<file path="config.mk">
export PLATFORM = sky130hd
export DESIGN_NAME = lk_list_writer
export DESIGN_NICKNAME = d
export VERILOG_FILES = /design/src/rtl/lk_list_writer.sv
export SDC_FILE = /design/constraint.sdc
export NUM_CORES = 1
export LEC_CHECK = 0
export CORE_UTILIZATION = 50
export DETAILED_ROUTE_END_ITERATION = 6
export PLACE_DENSITY = 0.92
export SYNTH_ARGS = -nofsm -noshare
export SYNTH_HDL_FRONTEND = slang
export SYNTH_SLANG_ARGS = --single-unit
</file>
<file path="constraint.sdc">
create_clock -name clk -period 5.8 [get_ports clk]
set_input_delay 1.16 -clock clk [delete_from_list [all_inputs] [get_ports clk]]
set_output_delay 1.16 -clock clk [all_outputs]
set_load 0.02 [all_outputs]
</file>
<file path="src/rtl/lk_list_writer.sv">
// rtl/lk_list_writer.sv - singly linked list builder writing nodes into word memory
//
// Purpose: accepts node values on a valid/ready handshake and appends each
// node to a singly linked list. Nodes are two words: value, then next pointer
// (0 terminates). The previous node's next pointer is patched after the new
// node is fully written, so the list is well formed after every commit.
//
// Ports:
//   clk, rst            clock, asynchronous active-high reset
//   clr                 synchronous restart (deferred to commit while busy)
//   in_valid/in_data/in_last/in_ready   node input handshake
//   mem_we/mem_addr/mem_wdata           write-only memory port
//   head, node_cnt      list head pointer (0 = empty), committed node count
//   busy, done, full    node write in progress, list terminated, capacity hit
//   sum                 only with LK_LIST_WRITER_CHECKSUM_EN: sum of committed values
//
// Optional feature macro: LK_LIST_WRITER_CHECKSUM_EN
module lk_list_writer #(
    parameter int ADDR_W    = 8,
    parameter int DATA_W    = 32,
    parameter int BASE_ADDR = 2,
    parameter int MAX_NODES = 16
) (
    input  logic              clk,
    input  logic              rst,
    input  logic              clr,
    input  logic              in_valid,
    input  logic [DATA_W-1:0] in_data,
    input  logic              in_last,
    output logic              in_ready,
    output logic              mem_we,
    output logic [ADDR_W-1:0] mem_addr,
    output logic [DATA_W-1:0] mem_wdata,
    output logic [ADDR_W-1:0] head,
    output logic [ADDR_W-1:0] node_cnt,
    output logic              busy,
    output logic              done,
`ifdef LK_LIST_WRITER_CHECKSUM_EN
    output logic [DATA_W-1:0] sum,
`endif
    output logic              full
);

    localparam logic [ADDR_W-1:0] BASE = ADDR_W'(BASE_ADDR);
    localparam logic [ADDR_W-1:0] MAXN = ADDR_W'(MAX_NODES);

    typedef enum logic [2:0] {IDLE, WVAL, WNXT, PATCH, DONE} state_t;

    state_t              state_q, state_d;
    logic [ADDR_W-1:0]   cur_q, cur_d;
    logic [ADDR_W-1:0]   prev_q, prev_d;
    logic [ADDR_W-1:0]   head_q, head_d;
    logic [ADDR_W-1:0]   cnt_q, cnt_d;
    logic [DATA_W-1:0]   val_q, val_d;
    logic                last_q, last_d;
    logic                clr_pend_q, clr_pend_d;
    logic [DATA_W-1:0]   sum_q, sum_d;
    logic                commit;

    always_ff @(posedge clk or posedge rst) begin
        if (rst) begin
            state_q    <= IDLE;
            cur_q      <= BASE;
            prev_q     <= '0;
            head_q     <= '0;
            cnt_q      <= '0;
            val_q      <= '0;
            last_q     <= 1'b0;
            clr_pend_q <= 1'b0;
            sum_q      <= '0;
        end else begin
            state_q    <= state_d;
            cur_q      <= cur_d;
            prev_q     <= prev_d;
            head_q     <= head_d;
            cnt_q      <= cnt_d;
            val_q      <= val_d;
            last_q     <= last_d;
            clr_pend_q <= clr_pend_d;
            sum_q      <= sum_d;
        end
    end

    assign full     = (cnt_q == MAXN);
    assign busy     = (state_q == WVAL) || (state_q == WNXT) || (state_q == PATCH);
    assign done     = (state_q == DONE);
    // clr takes priority over a same-cycle handshake
    assign in_ready = (state_q == IDLE) && !full && !clr;
    assign head     = head_q;
    assign node_cnt = cnt_q;
`ifdef LK_LIST_WRITER_CHECKSUM_EN
    assign sum      = sum_q;
`endif

    always_comb begin
        state_d    = state_q;
        cur_d      = cur_q;
        prev_d     = prev_q;
        head_d     = head_q;
        cnt_d      = cnt_q;
        val_d      = val_q;
        last_d     = last_q;
        clr_pend_d = clr_pend_q;
        sum_d      = sum_q;
        mem_we     = 1'b0;
        mem_addr   = '0;
        mem_wdata  = '0;
        commit     = 1'b0;

        case (state_q)
            IDLE: begin
                if (in_valid && in_ready) begin
                    val_d   = in_data;
                    last_d  = in_last;
                    state_d = WVAL;
                end
            end
            WVAL: begin
                mem_we    = 1'b1;
                mem_addr  = cur_q;
                mem_wdata = val_q;
                state_d   = WNXT;
            end
            WNXT: begin
                // new node is terminated before it is linked in
                mem_we    = 1'b1;
                mem_addr  = cur_q + ADDR_W'(1);
                mem_wdata = '0;
                if (cnt_q != '0) state_d = PATCH;
                else             commit  = 1'b1;
            end
            PATCH: begin
                mem_we    = 1'b1;
                mem_addr  = prev_q + ADDR_W'(1);
                mem_wdata = DATA_W'(cur_q);
                commit    = 1'b1;
            end
            DONE: ;
            default: state_d = IDLE;
        endcase

        if (busy && clr) clr_pend_d = 1'b1;

        if (commit) begin
            prev_d  = cur_q;
            cur_d   = cur_q + ADDR_W'(2);
            cnt_d   = cnt_q + ADDR_W'(1);
            sum_d   = sum_q + val_q;
            if (cnt_q == '0) head_d = BASE;
            state_d = last_q ? DONE : IDLE;
        end

        // restart: immediate when idle/done, otherwise on the commit edge
        if ((clr && !busy) || (commit && (clr_pend_q || clr))) begin
            state_d    = IDLE;
            cur_d      = BASE;
            prev_d     = '0;
            head_d     = '0;
            cnt_d      = '0;
            sum_d      = '0;
            clr_pend_d = 1'b0;
        end
    end

endmodule

</file>
### After elaboration in Yosys (flattened, before gate mapping)

Index checks and enable logic that the tools add are counted.

| word-level totals | value |
|---|---|
| bits in registers | 69 |
| output and inout bits | 61 |

| cells by class | value |
|---|---|
| add/subtract/negate cells | 4 |
| equal/unequal tests | 8 |
| muxes and demuxes | 22 |
| reductions and logical operators | 24 |

Operators by type and width:

| kind | number |
|---|---|
| two-way mux 8 bit | 9 |
| case mux 32 bit (2 select lines) | 1 |
| adder 8 x 1 -> 8 bit, second input constant | 3 |
| case mux 8 bit (3 select lines) | 1 |
| two-way mux 3 bit | 5 |
| case mux 3 bit (4 select lines) | 1 |
| adder 8 x 2 -> 8 bit, second input constant | 1 |
| equality test 8 x 5 -> 1 bit, second input constant | 1 |
| zero test 8 bit | 1 |
| != test 4 x 2 -> 1 bit, second input constant | 2 |
| nonzero test 8 bit | 1 |
| equality test 3 x 2 -> 1 bit, second input constant | 2 |
| logical AND 1 bit | 6 |
| nonzero test 2 bit | 3 |
| logical OR 1 bit | 4 |
| two-way mux 1 bit | 4 |
| AND reduction 2 bit | 2 |
| equality test 3 x 1 -> 1 bit, second input constant | 1 |
| equality test 3 bit, second input constant | 1 |
| zero test 1 bit | 3 |
| zero test 3 bit | 1 |
| != test 3 x 1 -> 1 bit, second input constant | 1 |
| AND reduction 3 bit | 1 |
| OR reduction 3 bit | 1 |
| other kinds (2) | 2 |

### Longest topological paths before layout

Gate-level depths: netlist (run 1).

| depth | value |
|---|---|
| word-level depth | 9 |
| mapped depth | 10 |
| mapped depth without buffers | 8 |

### Least setup slack after synthesis (run 1)

No wires, ideal clock.

| timing | value |
|---|---|
| kind | reg2out |
| from | reg state_q[1] |
| to | out mem_addr[4] |
| data arrival time | 2.183 ns |
| required time | 4.640 ns |
| slack | 2.457 ns |
| stages on the path, launching flop included | 10 |
| cell sequence | dfrtp_1 -> buf_2 -> and3b_1 -> clkbuf_1 -> and2_1 -> ha_1 -> nand3_1 -> xnor2_1 -> a22oi_1 -> o21ai_0 |

| between the ends | value |
|---|---|
| longest elaborated chain between the ends | 2 |
| elaborated cells on any way between the ends | 4 |

Ends and longest elaborated chain:

| item | RTL line | text |
|---|---|---|
| from (decl) | 49 | `state_t state_q, state_d;` |
| from (signal assigned) | 72 | `state_q <= state_d;` |
| equality test 3 x 2 -> 1 bit or equality test 3 x 1 -> 1 bit (tied branches) | 110 | `case (state_q)` |
| case mux 8 bit (3 select lines) * | 110 |  |
| to (decl) | 32 | `output logic [ADDR_W-1:0] mem_addr,` |

Every way passes the cells marked *; elsewhere a longest branch is shown, timed or not.

### Worst setup path after layout (run 1)

| timing | value |
|---|---|
| from | reg state_q[0] |
| to | out mem_addr[4] |

The elaborated chain is that of the path after synthesis.

==> results.md, run 1 <==
* TritonCTS clock tree: built
* Category of the critical setup timing path: flop to output pin
* Worst Max-Slew Pin Slew at about 1.3 ns
* Gate count of the mapped netlist at 327
* Initial Utilization at 51.8%
* Hold_ws at 0.503 ns
* Final core utilization at between 60% and 70%
* Pin count of the biggest net entering global routing at 39
* Run status: completed
* Worst Setup Start Kind: flop
* First-pass GRT wire length at 14000 microns
* Total vias in the final route at 2876
* Leakage power of the design at approximately 2.0 nW
* Ranking of synthesized cells by instance count: sky130_fd_sc_hd__dfrtp_1 (60), sky130_fd_sc_hd__and2_1 (29), sky130_fd_sc_hd__mux2_4 (29), sky130_fd_sc_hd__nand2_1 (18), sky130_fd_sc_hd__nand3_1 (17)
* Most common cell in the netlist: sky130_fd_sc_hd__dfrtp_1
* Root Buffer: sky130_fd_sc_hd__clkbuf_8
* Clock buffer count from CTS at 9
* Antenna violations before repair at 0
* CP max stage cell: sky130_fd_sc_hd__dfrtp_1
* Library cell with the largest summed area after synthesis: sky130_fd_sc_hd__dfrtp_1
* Share of synthesized area occupied by flip-flops and latches at ~43%
* Cells resized by post-CTS repair at 0
* Layout overhead on the synthesized area at 31.3%
* Die area at 7420 sq um
* Worst endpoint required time at roughly 4.6 ns
* Number of enable flip-flop cells after synthesis at 0
* Critical path launch point: state_q[0]
* Post-CTS clock slew at the launch and capture registers of the worst setup and hold paths at around 0.07 ns
* Crit path capture type: output pin
* Final critical-path share of the clock period at about three quarters
* I/O Pins at just under 100
* Critical Path, Cell by Cell: and3b_1, and2_1, ha_1, nand3_1, xnor2_1, a22oi_1, o21ai_0, clkdlybuf4s50_1
* # hold bufs at CTS at 0
* Nets at approximately 450
* Total overflow reported by the global router at 0
* Longest Clk Path Bufs at 2
* Final setup violation count at 0
* Row count at 30
* Clock insertion delay at the later pin of the skew report at roughly 0.34 ns
* Maximum capacitance violations at 0
* Mean instance size in the synthesized netlist at roughly 11 sq um
* Crit path DAT at roughly 3.2 ns
* Instance area after placement at roughly 4400 sq um
* Number of filler instances in the final layout at roughly 540
* Crit-path leading delay family: simple AND/OR/NAND/NOR gates
* Startpoint of the most critical register-to-register path: node_cnt[0]
* Fraction of post-synthesis cell area in the top cell type by area at a little over two fifths
* Worst hold path class: flop to flop
* Via count of the first global-routing pass at between 2000 and 3000
* Ratio of total power to cell area at between 400 and 500 nW/um^2
* Maximum fanout encountered on the critical timing path at 18
* Total wire length after detailed routing at ~8600 microns
* Sink Count at slightly above 60
* DR vias/cell at 5.67
* H-Tree Depth at 3
* GRT busiest layer: met2
* Number of DRC markers in iteration 0 at 287
* Iteration count of the initial detailed-routing pass at 5
* Remaining DRCs at 0
* Fin Setup TNS at 0 ns
* Cell area after synthesis at 3540 sq um
* Count of input and output buffers at 90
* Met3 routing resource usage after global routing at ~5.6%
* Non-Filler Instances at 507
* Met1 capacity usage during global routing at a little over a third
* Total half-perimeter wirelength after legalization and detailed placement at 5740 microns
* Post-route design area at around 4600 sq um
* Met2 usage in global routing at about two fifths
* Final period demand of the worst path at roughly 4.3 ns
* Core footprint at a little under 7000 sq um
* Count of antenna-violating nets left after detailed routing at 0
* Inst Count DP at between 400 and 500
* Register bit total from synthesis at between 60 and 70
* Count of buffer and inverter cells on the critical path at 1
* Die H at roughly 86 microns
* Maximum ir drop on the vdd rail at approximately 0.22 mV
* Fraction of final layout cells with drive strength greater than 1 at 15.6%
* Horizontal die dimension at 86.1 microns
* Max incr delay on CP at 0.67 ns
* Number of endpoints with negative hold slack in the final report at 0
* Worst relative slew slack at between 10% and 20%
* Total routing resource utilization after global routing at between 20% and 30%
* Warnings, synthesis at 0
* Post-synthesis cell type count at 44
* GP Congestion at approximately 0.9
* Cell types occupying the most area after synthesis: sky130_fd_sc_hd__dfrtp_1 (42%), sky130_fd_sc_hd__mux2_4 (12%), sky130_fd_sc_hd__and2_1 (5.1%)
* Ant. Diodes at 0
* Final Max Tran Viols at 0
* Post-CTS setup buffer count at 0
* Top_reg_cell synth: sky130_fd_sc_hd__dfrtp_1
* Post-DR wirelength/cell at 16.9 microns
* Ys async rst share at between 90% and 100%
* RSZ-0062 raised after global routing: no
* Fmax achieved at roughly 230 MHz
* Fin Clk Skew at a little under 0.008 ns
* Startpoint of the worst hold path: val_q[31]
-- worst paths after layout --
kind / endpoint / slack (ns) / cells past startpoint
max: mem_addr[4] / 1.46 / 8
min: val_q[31] / 0.50 / 1
max reg2reg: node_cnt[0] / 3.09 / 6
min reg2reg: val_q[31] / 0.50 / 1
max in group asynchronous: cur_q[1] / 3.74 / 3
min in group asynchronous: val_q[8] / 1.17 / 2
-- layer usage --
layer	share of wire, %	up-vias
li1	-	1326
met1	44	1413
met2	48	125
met3	6.6	12
met4	1.5	0
met5	0	-
-- cell usage in the layout, fill, tap and decap left out, types with 13 or more instances in the layout --
master                            Yosys  final
sky130_fd_sc_hd__nand2_1             18     18
sky130_fd_sc_hd__and2_1              29     29
sky130_fd_sc_hd__dfrtp_1             60     60
sky130_fd_sc_hd__clkdlybuf4s50_1      0     90
sky130_fd_sc_hd__mux2_4              29     29
sky130_fd_sc_hd__nand3_1             17     17
sky130_fd_sc_hd__nand4_1             13     13
sky130_fd_sc_hd__a21oi_1             15     15
-- cell type report --
| type | instances | area [sq um] | area share, % |
|---|---|---|---|
| clock inverters | 7 | 97.6 | 2.10 |
| flip-flops and latches | 61 | 1530 | 32.9 |
| repair buffers | 92 | 916 | 19.7 |
| clock buffers | 9 | 124 | 2.67 |
| inverters | 5 | 18.8 | 0.404 |
| well taps | 96 | 120 | 2.59 |
| multi-input cells | 237 | 1840 | 39.6 |
-- cells by family after synthesis --
kind of cell,Yosys count,share of synthesized area [%]
simple gates,121,20.6
compound gates,53,10.3
xor+xnor,4,0.990
other cells,1,0.106
flops,61,43.2
mux,48,17.9
buf+inv,35,5.52
fa+ha+maj,4,1.41
-- registers in the layout (all words and copies together) (netlist names) --
register	cells
state_q	3
cur_q	7
node_cnt	8
val_q	32
last_q	1
clr_pend_q	1
prev_q	8
head	1
-- per-stage QoR --
| step | total power (W) | setup slack [ns] |
|---|---|---|
| finish | 0.00202 | 1.46 |
| global route | 0.00213 | 1.11 |
| CTS | 0.00202 | 1.47 |
| detailed placement | 0.00159 | 1.68 |
| global placement | 0.00155 | 1.72 |
| floorplan | 0.00130 | 2.46 |
-- where the power goes --
part / internal [W] / leakage [nW] / switching, W
clock: 0.000244 / 0.106 / 0.000182
sequential: 0.000576 / 0.769 / 0.000132
combinational: 0.000458 / 1.10 / 0.000424
total: 0.00128 / 1.97 / 0.000738
Power figures use the tool's default switching activity.
==> run 2: changes to the inputs <==
--- a/config.mk
+++ b/config.mk
@@ -5,9 +5,9 @@
 export SDC_FILE = /design/constraint.sdc
 export NUM_CORES = 1
 export LEC_CHECK = 0
-export CORE_UTILIZATION = 50
+export CORE_UTILIZATION = 44
 export DETAILED_ROUTE_END_ITERATION = 6
-export PLACE_DENSITY = 0.92
+export PLACE_DENSITY = 0.86
 export SYNTH_ARGS = -nofsm -noshare
 export SYNTH_HDL_FRONTEND = slang
 export SYNTH_SLANG_ARGS = --single-unit
==> constraint.sdc (replaced) <==
create_clock -name clk -period 3.9 [get_ports clk]
set_input_delay 0.78 -clock clk [delete_from_list [all_inputs] [get_ports clk]]
set_output_delay 0.78 -clock clk [all_outputs]
set_load 0.02 [all_outputs]
==> run 2 against run 1 <==
Compared with the run above:
- critical path type unchanged
- final area up 0.35%
- largest power group unchanged
- sequential power up 47%
- global-route usage down 2.2 points
- via count up 0.17%
==> results.md, run 2 (same netlist as run 1, synthesis figures left out) <==
* Run status: completed
* Clock buffer count from CTS at 9
* Total vias in the final route at 2881
* Total half-perimeter wirelength after legalization and detailed placement at about 6000 microns
* Non-Filler Instances at 520
* Internal power at approximately 0.0018 W
* Remaining DRCs at 0
* First-pass GRT wire length at about 15000 microns
* Cell count of the worst reg-to-reg path at 6
* Worst Setup Start Kind: flop
* Longest Clk Path Bufs at 2
* Fmax achieved at around 280 MHz
* Instance area after placement at approximately 4500 sq um
* Crit path DAT at ~2.9 ns
* Count of input and output buffers at 90
* Final Max Tran Viols at 0
* Number of DRC markers in iteration 0 at ~240
* Post-DR wirelength/cell at about 17 microns
* Commonest non-fill, non-tap cell in the layout: sky130_fd_sc_hd__clkdlybuf4s50_1
* GRT busiest layer: met2
* Net Sw Power at between 0.001 and 0.0015 W
* Startpoint of the most critical register-to-register path: node_cnt[0]
* Iteration count of the initial detailed-routing pass at 4
* Worst endpoint required time at roughly 3.1 ns
* Critical Path, Cell by Cell: buf_4, nand3b_1, nand2_1, nand2_1, ha_1, and3_1, o21ai_0, nand3b_1, o21ai_0, clkdlybuf4s50_1
* Horizontal die dimension at 91.7 microns
* Max incr delay on CP at roughly 0.64 ns
* Number of endpoints with negative hold slack in the final report at 0
* CP max stage cell: sky130_fd_sc_hd__clkdlybuf4s50_1
* Met3 routing resource usage after global routing at between 6 and 7%
* Clock network fraction of total power at 17.4%
* Initial Utilization at 45.6%
* Core footprint at between 7000 and 8000 sq um
* Met1 capacity usage during global routing at 29.8%
* Count of buffer and inverter cells on the critical path at 2
* Number of filler instances in the final layout at approximately 630
* Sink Count at 61
* Via count of the first global-routing pass at between 2000 and 3000
* Worst Max-Slew Pin Slew at approximately 1.3 ns
* RSZ-0062 raised after global routing: no
* GP Congestion at about 0.86
* End point of the critical path: mem_addr[4]
* Register-to-Register Setup Slack at about 1.3 ns
* Nets at 454
* Ant. Diodes at 0
* Met2 usage in global routing at 33.6%
* Top reg by flops: val_q
* Total overflow reported by the global router at 0
* Maximum ir drop on the vdd rail at between 0.3 and 0.4 mV
* FF-to-FF End: node_cnt[0]
* PnR Total Power at a little under 0.003 W
* Fin Clk Skew at ~0.012 ns
* Count of antenna-violating nets left after detailed routing at 0
* I/O Pins at 98
* Leakage power of the design at between 1.5 and 2 nW
* Post-CTS clock slew at the launch and capture registers of the worst setup and hold paths at approximately 0.08 ns
* Total routing resource utilization after global routing at between 20% and 30%
* TritonCTS clock tree: built
* Antenna violations before repair at 0
* DR vias/cell at roughly 5.5
* Crit path capture type: output pin
* Root Buffer: sky130_fd_sc_hd__clkbuf_8
* Switching part of the total power at a little under two fifths
* Critical path launch point: state_q[2]
* Crit-path leading delay family: buffers and inverters
* Fraction of final layout cells with drive strength greater than 1 at 17.5%
* Hold_ws at between 0.5 and 0.6 ns
* Final critical-path share of the clock period at 93.2%
* Category of the critical setup timing path: flop to output pin
* Die area at about 8400 sq um
* Ratio of total power to cell area at approximately 620 nW/um^2
* Post-route design area at 4660 sq um
* Layout overhead on the synthesized area at 31.7%
* Die H at 91.7 microns
* Depth of the critical timing path with buffers and inverters included at 10
* Relative contribution of sequential cells to total power at ~36%
* Flip-flop count of the largest register, all copies and words added at 32
* Maximum fanout encountered on the critical timing path at 15
* H-Tree Depth at 3
* Final setup violation count at 0
* Worst relative slew slack at around an eighth
* Pin count of the biggest net entering global routing at 36
* Fin Setup TNS at 0 ns
* Inst Count DP at 501
* Combinational cell fraction of total power at ~47%
* Maximum capacitance violations at 0
* Final period demand of the worst path at around 3.6 ns
* Worst hold path class: flop to flop
* Clock insertion delay at the later pin of the skew report at 0.35 ns
* Total wire length after detailed routing at a little under 9000 microns
* Most frequent cells in the layout: sky130_fd_sc_hd__clkdlybuf4s50_1 (90), sky130_fd_sc_hd__dfrtp_1 (59), sky130_fd_sc_hd__mux2_4 (29), sky130_fd_sc_hd__and2_1 (29), sky130_fd_sc_hd__nand2_1 (18)
* Row count at 32
[run 2: final cells by class]
cell class | count | area, sq um | area share, %
Sequential cell | 61 | 1530 | 32.8
Multi-Input combinational cell | 237 | 1840 | 39.5
Tap cell | 102 | 128 | 2.74
Clock inverter | 7 | 51.3 | 1.10
Clock buffer | 9 | 124 | 2.66
Timing Repair Buffer | 99 | 968 | 20.8
Inverter | 5 | 18.8 | 0.403
[run 2: worst min-delay path by stage]
stage                     startpoint   endpoint  slack (ns)  depth (start not counted)
after global placement      val_q[0]   val_q[0]        0.49                          1
after CTS                  val_q[21]  val_q[21]        0.51                          1
after floorplan             val_q[0]   val_q[0]        0.47                          1
after global routing       val_q[14]  val_q[14]        0.53                          1
final                      val_q[11]  val_q[11]        0.51                          1
after detailed placement   val_q[19]  val_q[19]        0.48                          1
[run 2: worst register-to-register path: cells and delay by family, from the launching register on]
family	cells	cell delay, ns
adders and majority gates	1	0.16
buffers and inverters	1	0.11
DFF	1	0.45
muxes	1	0.31
and+or+nand+nor	3	1.44
[run 2: power groups by stage]
stage               clock network, W  logic (W)  registers (W)
floorplan                          0   0.000955       0.000977
global placement                   0    0.00129        0.00103
detailed placement                 0    0.00134        0.00104
CTS                         0.000513    0.00134        0.00104
global route                0.000549    0.00143        0.00107
finish                      0.000503    0.00134        0.00104
[run 2: layer usage]
layer  part of all wire, %  wire (microns)
met5                     0               0
met1                    43            3780
met4                   1.6             143
met2                    46            4070
met3                   8.9             778
[run 2: what timing repair did]
item,CTS,global route
buffers inserted,0,3
hold buffers,0,0
setup endpoints to repair,0,2
resized for setup,0,2
[run 2: per-stage QoR]
step	utilization (%)	worst slack [ns]
2_1_floorplan	-	0.937
3_3_place_gp	57.4	0.487
3_5_place_dp	57.4	0.397
4_1_cts	59.7	0.00908
5_1_grt	60.0	0.0157
6_report	60.0	0.266
